[src/rtl/mux_share_arbiter_if.sv]
// Bus bundle for mux_share_arbiter: requester side (req/data_in) and the
// arbitrated output stream. "slave" is the arbiter's view, "master" the requesters'.
interface mux_share_arbiter_if #(
  parameter int N     = 4,
  parameter int WIDTH = 8
);
  localparam int SELW = $clog2(N);

  logic [N-1:0]       req;
  logic [N*WIDTH-1:0] data_in;
  logic [N-1:0]       grant;
  logic [SELW-1:0]    address;
  logic               out_valid;
  logic [WIDTH-1:0]   out_data;
  logic [SELW-1:0]    out_src;
  logic               busy;

  modport master (
    output req, data_in,
    input  grant, address, out_valid, out_data, out_src, busy
  );

  modport slave (
    input  req, data_in,
    output grant, address, out_valid, out_data, out_src, busy
  );
endinterface

[src/rtl/mux_share_arbiter.sv]
// Round-robin owner of a shared N-to-1 data mux with a registered output stream.
// Optional ARB_BURST_LIMIT_EN forces rotation after MAX_BURST grant cycles when others wait.
module mux_share_arbiter #(
  parameter int N         = 4,
  parameter int WIDTH     = 8,
  parameter int MAX_BURST = 4
) (
  input logic                clk,
  input logic                reset_n,
  mux_share_arbiter_if.slave bus
);
  localparam int SELW = $clog2(N);

  typedef enum logic {IDLE, OWN} state_e;

  state_e           state_q, state_d;
  logic [SELW-1:0]  ptr_q, ptr_d;
  logic [N-1:0]     grant_q, grant_d;
  logic [SELW-1:0]  addr_q, addr_d;
  logic             valid_q, valid_d;
  logic [WIDTH-1:0] data_q, data_d;
  logic [SELW-1:0]  src_q, src_d;

  logic             owner_req;
  logic             others_req;
  logic             burst_hit;
  logic             rearb;
  logic             found;
  logic [SELW-1:0]  win;

`ifdef ARB_BURST_LIMIT_EN
  localparam int CNTW = $clog2(MAX_BURST + 1);
  localparam logic [CNTW-1:0] CNT_LAST = CNTW'(MAX_BURST - 1);
  logic [CNTW-1:0]  cnt_q, cnt_d;
`endif

  always_ff @(posedge clk or negedge reset_n) begin
    if (!reset_n) begin
      state_q <= IDLE;
      ptr_q   <= '0;
      grant_q <= '0;
      addr_q  <= '0;
      valid_q <= 1'b0;
      data_q  <= '0;
      src_q   <= '0;
`ifdef ARB_BURST_LIMIT_EN
      cnt_q   <= '0;
`endif
    end else begin
      state_q <= state_d;
      ptr_q   <= ptr_d;
      grant_q <= grant_d;
      addr_q  <= addr_d;
      valid_q <= valid_d;
      data_q  <= data_d;
      src_q   <= src_d;
`ifdef ARB_BURST_LIMIT_EN
      cnt_q   <= cnt_d;
`endif
    end
  end

  // First set request at or above ptr, wrapping modulo N.
  always_comb begin
    found = 1'b0;
    win   = '0;
    for (int unsigned k = 0; k < N; k++) begin
      int unsigned idx;
      idx = (32'(ptr_q) + k) % N;
      if (!found && bus.req[idx]) begin
        found = 1'b1;
        win   = SELW'(idx);
      end
    end
  end

  always_comb begin
    owner_req  = bus.req[addr_q];
    others_req = |(bus.req & ~grant_q);
`ifdef ARB_BURST_LIMIT_EN
    burst_hit  = (state_q == OWN) && (cnt_q == CNT_LAST) && others_req;
`else
    burst_hit  = 1'b0;
`endif
    rearb = (state_q == IDLE) || !owner_req || burst_hit;

    state_d = state_q;
    ptr_d   = ptr_q;
    grant_d = grant_q;
    addr_d  = addr_q;
`ifdef ARB_BURST_LIMIT_EN
    cnt_d   = cnt_q;
`endif
    if (rearb) begin
      if (found) begin
        state_d = OWN;
        addr_d  = win;
        grant_d = N'(1) << win;
        ptr_d   = (int'(win) == N - 1) ? '0 : win + 1'b1;
`ifdef ARB_BURST_LIMIT_EN
        cnt_d   = '0;
`endif
      end else begin
        state_d = IDLE;
        grant_d = '0;
      end
    end else begin
`ifdef ARB_BURST_LIMIT_EN
      // Saturate so a lone owner keeps the grant without wrapping the count.
      if (cnt_q != CNT_LAST) cnt_d = cnt_q + 1'b1;
`endif
    end
  end

  always_comb begin
    valid_d = (state_q == OWN) && owner_req;
    data_d  = data_q;
    src_d   = src_q;
    if (valid_d) begin
      data_d = bus.data_in[int'(addr_q)*WIDTH +: WIDTH];
      src_d  = addr_q;
    end

    bus.grant     = grant_q;
    bus.address   = addr_q;
    bus.out_valid = valid_q;
    bus.out_data  = data_q;
    bus.out_src   = src_q;
    bus.busy      = (state_q == OWN);
  end

  // Sole consumer of others_req when the burst limit is compiled out.
  logic unused_ok;
  assign unused_ok = others_req;

endmodule

[src/flat_wrapper.sv]
// flat-port wrapper written by rule: the top's interface ports become plain ports
module mux_share_arbiter_flat 
#(
  parameter int N         = 4,
  parameter int WIDTH     = 8,
  parameter int MAX_BURST = 4
)
  (clk, reset_n, bus_req, bus_data_in, bus_grant, bus_address, bus_out_valid, bus_out_data, bus_out_src, bus_busy);
  mux_share_arbiter_if #(.N(N), .WIDTH(WIDTH)) bus_i ();
  input logic clk;
  input logic reset_n;
  input wire logic [$bits(bus_i.req)-1:0] bus_req;
  input wire logic [$bits(bus_i.data_in)-1:0] bus_data_in;
  output wire logic [$bits(bus_i.grant)-1:0] bus_grant;
  output wire logic [$bits(bus_i.address)-1:0] bus_address;
  output wire logic [$bits(bus_i.out_valid)-1:0] bus_out_valid;
  output wire logic [$bits(bus_i.out_data)-1:0] bus_out_data;
  output wire logic [$bits(bus_i.out_src)-1:0] bus_out_src;
  output wire logic [$bits(bus_i.busy)-1:0] bus_busy;
  assign bus_i.req = bus_req;
  assign bus_i.data_in = bus_data_in;
  assign bus_grant = bus_i.grant;
  assign bus_address = bus_i.address;
  assign bus_out_valid = bus_i.out_valid;
  assign bus_out_data = bus_i.out_data;
  assign bus_out_src = bus_i.out_src;
  assign bus_busy = bus_i.busy;
  mux_share_arbiter #(.N(N), .WIDTH(WIDTH), .MAX_BURST(MAX_BURST)) u_core (.clk(clk), .reset_n(reset_n), .bus(bus_i));
endmodule
[config.mk]
export PLATFORM = sky130hd
export DESIGN_NAME = mux_share_arbiter_flat
export DESIGN_NICKNAME = d
export VERILOG_FILES = /design/src/rtl/mux_share_arbiter_if.sv /design/src/rtl/mux_share_arbiter.sv /design/src/flat_wrapper.sv
export SDC_FILE = /design/constraint.sdc
export NUM_CORES = 1
export LEC_CHECK = 0
export ABC_AREA = 1
export CAP_MARGIN = 25
export CORE_UTILIZATION = 38
export CTS_BUF_LIST = sky130_fd_sc_hd__clkbuf_4 sky130_fd_sc_hd__clkbuf_8 sky130_fd_sc_hd__clkbuf_16
export DETAILED_ROUTE_END_ITERATION = 12
export PLACE_DENSITY = 0.74
export SLEW_MARGIN = 15
export SYNTH_ARGS = -nofsm -noshare
export SYNTH_HDL_FRONTEND = slang
export SYNTH_SLANG_ARGS = --single-unit
[constraint.sdc]
create_clock -name clk -period 1.8 [get_ports clk]
set_input_delay 0.18 -clock clk [delete_from_list [all_inputs] [get_ports clk]]
set_output_delay 0.18 -clock clk [all_outputs]
set_load 0.05 [all_outputs]
# Word-level counts from Yosys, hierarchy flattened
# Cells that the tools add are included.
# word_totals
ramBits,0
elab_cells,51
out_inout_bits,18
reg_bits,20
rom_bits,0
memories,0
latchBits,0
in_bits,38
# classes
add_sub_neg,4
magnitude_cmp,5
n_mul,0
muxes,21
n_div,0
eq_ne,1
n_reduce_logical,10
bitwise_logic,1
n_shift,2
# ops
op,n
32-bit by 6-bit variable part select with 8-bit output,1
2-bit by 3-bit less-than comparator with 1-bit output (second input constant),5
1-bit binary-select mux with 2-bit select,5
1-bit 2-to-1 mux,10
2-bit 2-to-1 mux,5
2-bit by 1-bit adder with 2-bit output (second input constant),2
2-bit adder (second input constant),2
1-bit logical AND,4
1-bit zero test,4
4-bit 2-to-1 mux,1
1-bit by 2-bit << shifter with 4-bit output (first input constant),1
2-bit by 1-bit equality test with 1-bit output (second input constant),1
2-bit AND reduction,1
1-bit logical OR,1
1-bit inverter,1

# Logic depth before layout (Yosys ltp)
# depth
ltp_word,14
depth_mapped,14
depth_no_buf,14

# Worst setup path before layout
# OpenSTA, ideal clock, no wires.
# synth_timing
kind,register to register
startpoint,reg u_core.addr_q[1] (netlist: u_core.bus.address[1])
endpoint,reg u_core.addr_q[0] (netlist: u_core.bus.address[0])
stages_incl_launch_ff,11
path_slack_ns,-0.013
required_time_ns,1.683
setup_ns,0.117
n_path_buf,1
synth_period_minus_slack_ns,1.813
arrival_time_ns,1.696
path_cell_list,dfrtp_1 > clkinv_1 > a21oi_1 > o21ai_0 > nand2_1 > nand2_1 > buf_4 > nand2_4 > inv_4 > nand3_1 > nand2_1
# synth_between
elab_chain_len,5
# synth_lines
element,line_no,text
"start, declared",mux_share_arbiter.sv:19,"logic [SELW-1:0] addr_q, addr_d;"
"start signal, assigned",mux_share_arbiter.sv:53,addr_q <= addr_d;
1-bit binary-select mux with 2-bit select,mux_share_arbiter.sv:78,owner_req = bus.req[addr_q];
1-bit 2-to-1 mux (not written as such),mux_share_arbiter.sv:78,
1-bit zero test,mux_share_arbiter.sv:85,rearb = (state_q == IDLE) || !owner_req || burst_hit;
1-bit logical OR,mux_share_arbiter.sv:85,
2-bit AND reduction (no line),n/a,
# Every way passes these cells. The select of a mux whose other input is x is not followed.
# A chain may end at the register's enable or synchronous reset.

# Final worst setup path
# layout_timing
startpoint,reg u_core.ptr_q[0]
endpoint,reg u_core.ptr_q[1]
# layout_between
elab_chain_len,14
word_cells_on_any_way,29
classes_between,add/sub: 4; eq/ne: 1; mux: 17; reduce/logical: 7
# layout_lines
element,line_no,text
"start, declared",mux_share_arbiter.sv:17,"logic [SELW-1:0] ptr_q, ptr_d;"
"start signal, assigned",mux_share_arbiter.sv:51,ptr_q <= ptr_d;
branches (longest 11 deep; another with 2-bit by 1-bit adder with 2-bit output),n/a,
2-bit 2-to-1 mux *,mux_share_arbiter.sv:70,if (!found && bus.req[idx]) begin
via u_core.win[0],mux_share_arbiter.sv:29,logic [SELW-1:0] win;
2-bit by 1-bit adder with 2-bit output / 2-bit by 1-bit equality test with 1-bit output (equally long branches),mux_share_arbiter.sv:99,ptr_d = (int'(win) == N - 1) ? '0 : win + 1'b1;
2-bit 2-to-1 mux *,mux_share_arbiter.sv:99,
# Mark *: on every way through the listed nets, which the timed path passes. The select of a mux whose other input is x is not followed.

==> flow_metrics.py <==
metrics = {
    "detailed_routing": {
        "viasPerCell": 4.88,
        "highest_layer": "met4",
        "dr.pass1.iters": 4,
        "drc": 0,
        "wl_mm": 3.94,
        "vias": 1497,
        "wl_met2_mm": 1.83,
        "wl_per_cell_um": 12.8,
        "dr_wl_met3_um": 362,
        "wl_met1_mm": 1.71,
        "drt_iter0_markers": 81,
        "antenna_left": 0,
    },
    "logic_synthesis": {
        "ys_warn_count": 0,
        "yosys.cell_types.count": 22,
        "synth_cells": 192,
        "ys_ff_latch": 20,
        "syn_avg_cell_area_um2": 6.76,
        "synth_seq_area_share_pct": 38.5,
        "synth_fp_nets": 234,
        "synth_area_um2": 1300,
    },
    "status": {
        "failed_checks": "negative setup slack",
        "outcome": "finished with violations",
    },
    "finish": {
        "layout-drive-gt1-share_pct": 26.2,
        "final_cell_mix": "nand2_1, clkdlybuf4s50_1, nor2_1",
        "layout.nets": 306,
        "n_antenna_cell": 0,
        "area_growth_pct": 72.1,
        "final_common_cell": "nand2_1",
        "final_area_um2": 2230,
        "fillCellCount": 253,
    },
    "grt": {
        "grt_max_degree": 21,
        "antenna_found_initial": 0,
        "grt_pass1_wl_mm": 5.44,
        "track_usage_pct": 19.7,
        "grt_pass1_vias": 1269,
        "grt_overflow": 0,
    },
    "critical_path": {
        "critPathLaunchType": "register",
        "r2r_cells": 11,
        "critPathArrivalTime_ns": 2.01,
        "crit_family": "flip-flops",
        "r2r_start": "u_core.ptr_q[0]",
        "path_buf_inv": 3,
        "r2r-end": "u_core.ptr_q[1]",
        "crit_type": "register to register",
        "path_cells": "buf_6 -> nand2_2 -> o21ai_2 -> o21ai_2 -> inv_1 -> nand2_1 -> nand3_2 -> nand2_2 -> inv_2 -> ha_4 -> o21ai_1",
        "cpPeakStageDelay_ns": 0.47,
        "path_max_fanout": 5,
        "regToRegSetupSlack_ns": -0.02,
        "crit_required_ns": 1.99,
        "end_kind": "register",
        "cp_slowest_cell": "dfrtp_2",
    },
    "sta": {
        "worst_pin_slew_ns": 0.508,
        "final.setup_skew_ns": 0.00434,
        "fmax_mhz": 551,
        "fin_crit_ns": 1.82,
        "hold_slack_ns": 0.210,
        "max_slew_margin_pct": 66.0,
        "final-setup-viol-count": 1,
        "final-max-slew-violation-count": 0,
        "finalWorstSetupSlack_ns": -0.0154,
        "fin_crit_sh_pct": 101,
        "final_hold_viol_count": 0,
        "setup_tns_ns": -0.0154,
        "rsz0062_at_grt": "true",
    },
    "pwr": {
        "total_power_uw": 4930,
        "power.internal_uw": 2290,
        "power_frac_comb_pct": 77.3,
        "power.density_nw_per_um2": 2200,
        "clockPowerShare_pct": 5.2,
        "sw_frac_of_total_pct": 53.5,
        "power_leakage_uw": 0.00104,
        "ir_drop_mv": 1.35,
        "pwr-share-seq_pct": 17.5,
        "power.switching_uw": 2640,
    },
    "clock_network": {
        "cts_buffers": 3,
        "root_buffer": "clkbuf_4",
        "cts.path.max_buffers": 2,
        "clk_pin_slew_worst_paths_ns": 0.11,
        "clock_sinks": 20,
        "htreeDepth": 1,
        "holdBufCountCts": 0,
        "clkLatencyLatePin_ns": 0.30,
        "tritoncts": "done",
    },
    "die": {
        "die_h_um": 60.5,
        "die_w_um": 60.5,
        "pin_count": 56,
        "die_area_um2": 3660,
        "core_area_um2": 3150,
        "start_util_pct": 41.2,
        "rows": 20,
    },
    "flow_run": {
        "drv_cap": 0,
    },
    "worst_hold_path": {
        "min_path_type": "primary input to asynchronous set/reset pin",
    },
    "place": {
        "gp_congestion": 0.799,
        "io_buffers": 55,
        "placed_area_um2": 1990,
        "hpwl_mm": 2.58,
    },
}
==> repair_timing <==
action | 4_1_cts | 5_1_grt
pin swaps | 2 | 20
setup endpoints to repair | 4 | 7
gates cloned | 0 | 1
resized for setup | 6 | 42
buffers inserted | 0 | 4
==> metal layers <==
layer,track usage (%),vias up
li1,-,753
met1,25.2,679
met2,33.6,61
met3,5.12,4
met4,4.22,0
met5,0,-
==> sequential cells by signal, indices dropped and copies added, names as in the netlist <==
register              count
u_core.bus.out_data       8
u_core.bus.grant          4
u_core.bus.address        2
u_core.bus.out_src        2
u_core.ptr_q              2
u_core.bus.busy           1
u_core.bus.out_valid      1
==> cells by family after synthesis <==
family	share of synthesized area [%]
buffers and inverters	7.80
AND/OR/NAND/NOR	35.3
adder cells (fa/ha/maj)	3.85
AO/OA/AOI/OAI	14.5
flip-flops	38.5
==> through the flow <==
| step | worst slack, ns | utilization (%) | cells |
|---|---|---|---|
| 6_report | -0.0154 | 70.9 | 307 |
| 4_1_cts | 0.00369 | 64.5 | 302 |
| 5_1_grt | -0.124 | 70.9 | 307 |
| 3_3_place_gp | -0.103 | 63.1 | 298 |
| 2_1_floorplan | 0.0865 | - | 192 |
| 3_5_place_dp | -0.147 | 63.1 | 298 |
==> area by class of cell <==
cell class / count / area [um2] / area share (%)
Timing Repair Buffer: 74 / 728 / 32.6
Sequential cell: 20 / 504 / 22.6
Multi-Input combinational cell: 150 / 850 / 38.0
Tap cell: 44 / 55.1 / 2.46
Inverter: 15 / 61.3 / 2.74
Clock buffer: 4 / 36.3 / 1.62
==> worst reg2reg max path, stage by stage, from the launching register on <==
cell	delay, ns
dfrtp_2	0.47
buf_6	0.16
nand2_2	0.07
o21ai_2	0.06
o21ai_2	0.21
inv_1	0.10
nand2_1	0.08
nand3_2	0.08
nand2_2	0.11
inv_2	0.07
ha_4	0.26
o21ai_1	0.05
==> cell usage after synthesis (all sizes together) <==
cell type	instances	share of area, %
nand2	73	22
nor2	29	9.0
o21ai	24	9.5
dfrtp	20	39
inv	14	4.2
nand3	9	3.9
buf	6	3.0
o22ai	5	2.4
ha	4	3.9
a21oi	3	1.2
a31oi	3	1.4
clkbuf	1	0.29
clkinv	1	0.29
==> how the worst max path moves through the flow <==
stage,to,from,slack (ns),cells after the start
floorplan,u_core.ptr_q[1],u_core.ptr_q[0],0.09,10
global placement,u_core.ptr_q[1],bus_req[3],-0.10,12
detailed placement,u_core.ptr_q[1],bus_req[3],-0.15,12
CTS,u_core.bus.grant[0],u_core.ptr_q[0],0.004,13
global route,u_core.ptr_q[0],u_core.ptr_q[0],-0.12,13
finish,u_core.ptr_q[1],u_core.ptr_q[0],-0.02,11
==> power groups by stage <==
stage	combinational (uW)	sequential, uW	clock [uW]
final	3810	863	256
after global routing	4150	890	283
after CTS	3190	856	265
after detailed placement	3140	859	0
after global placement	3130	853	0
after floorplan	1480	1450	0
(Power assumes the default switching activity.)
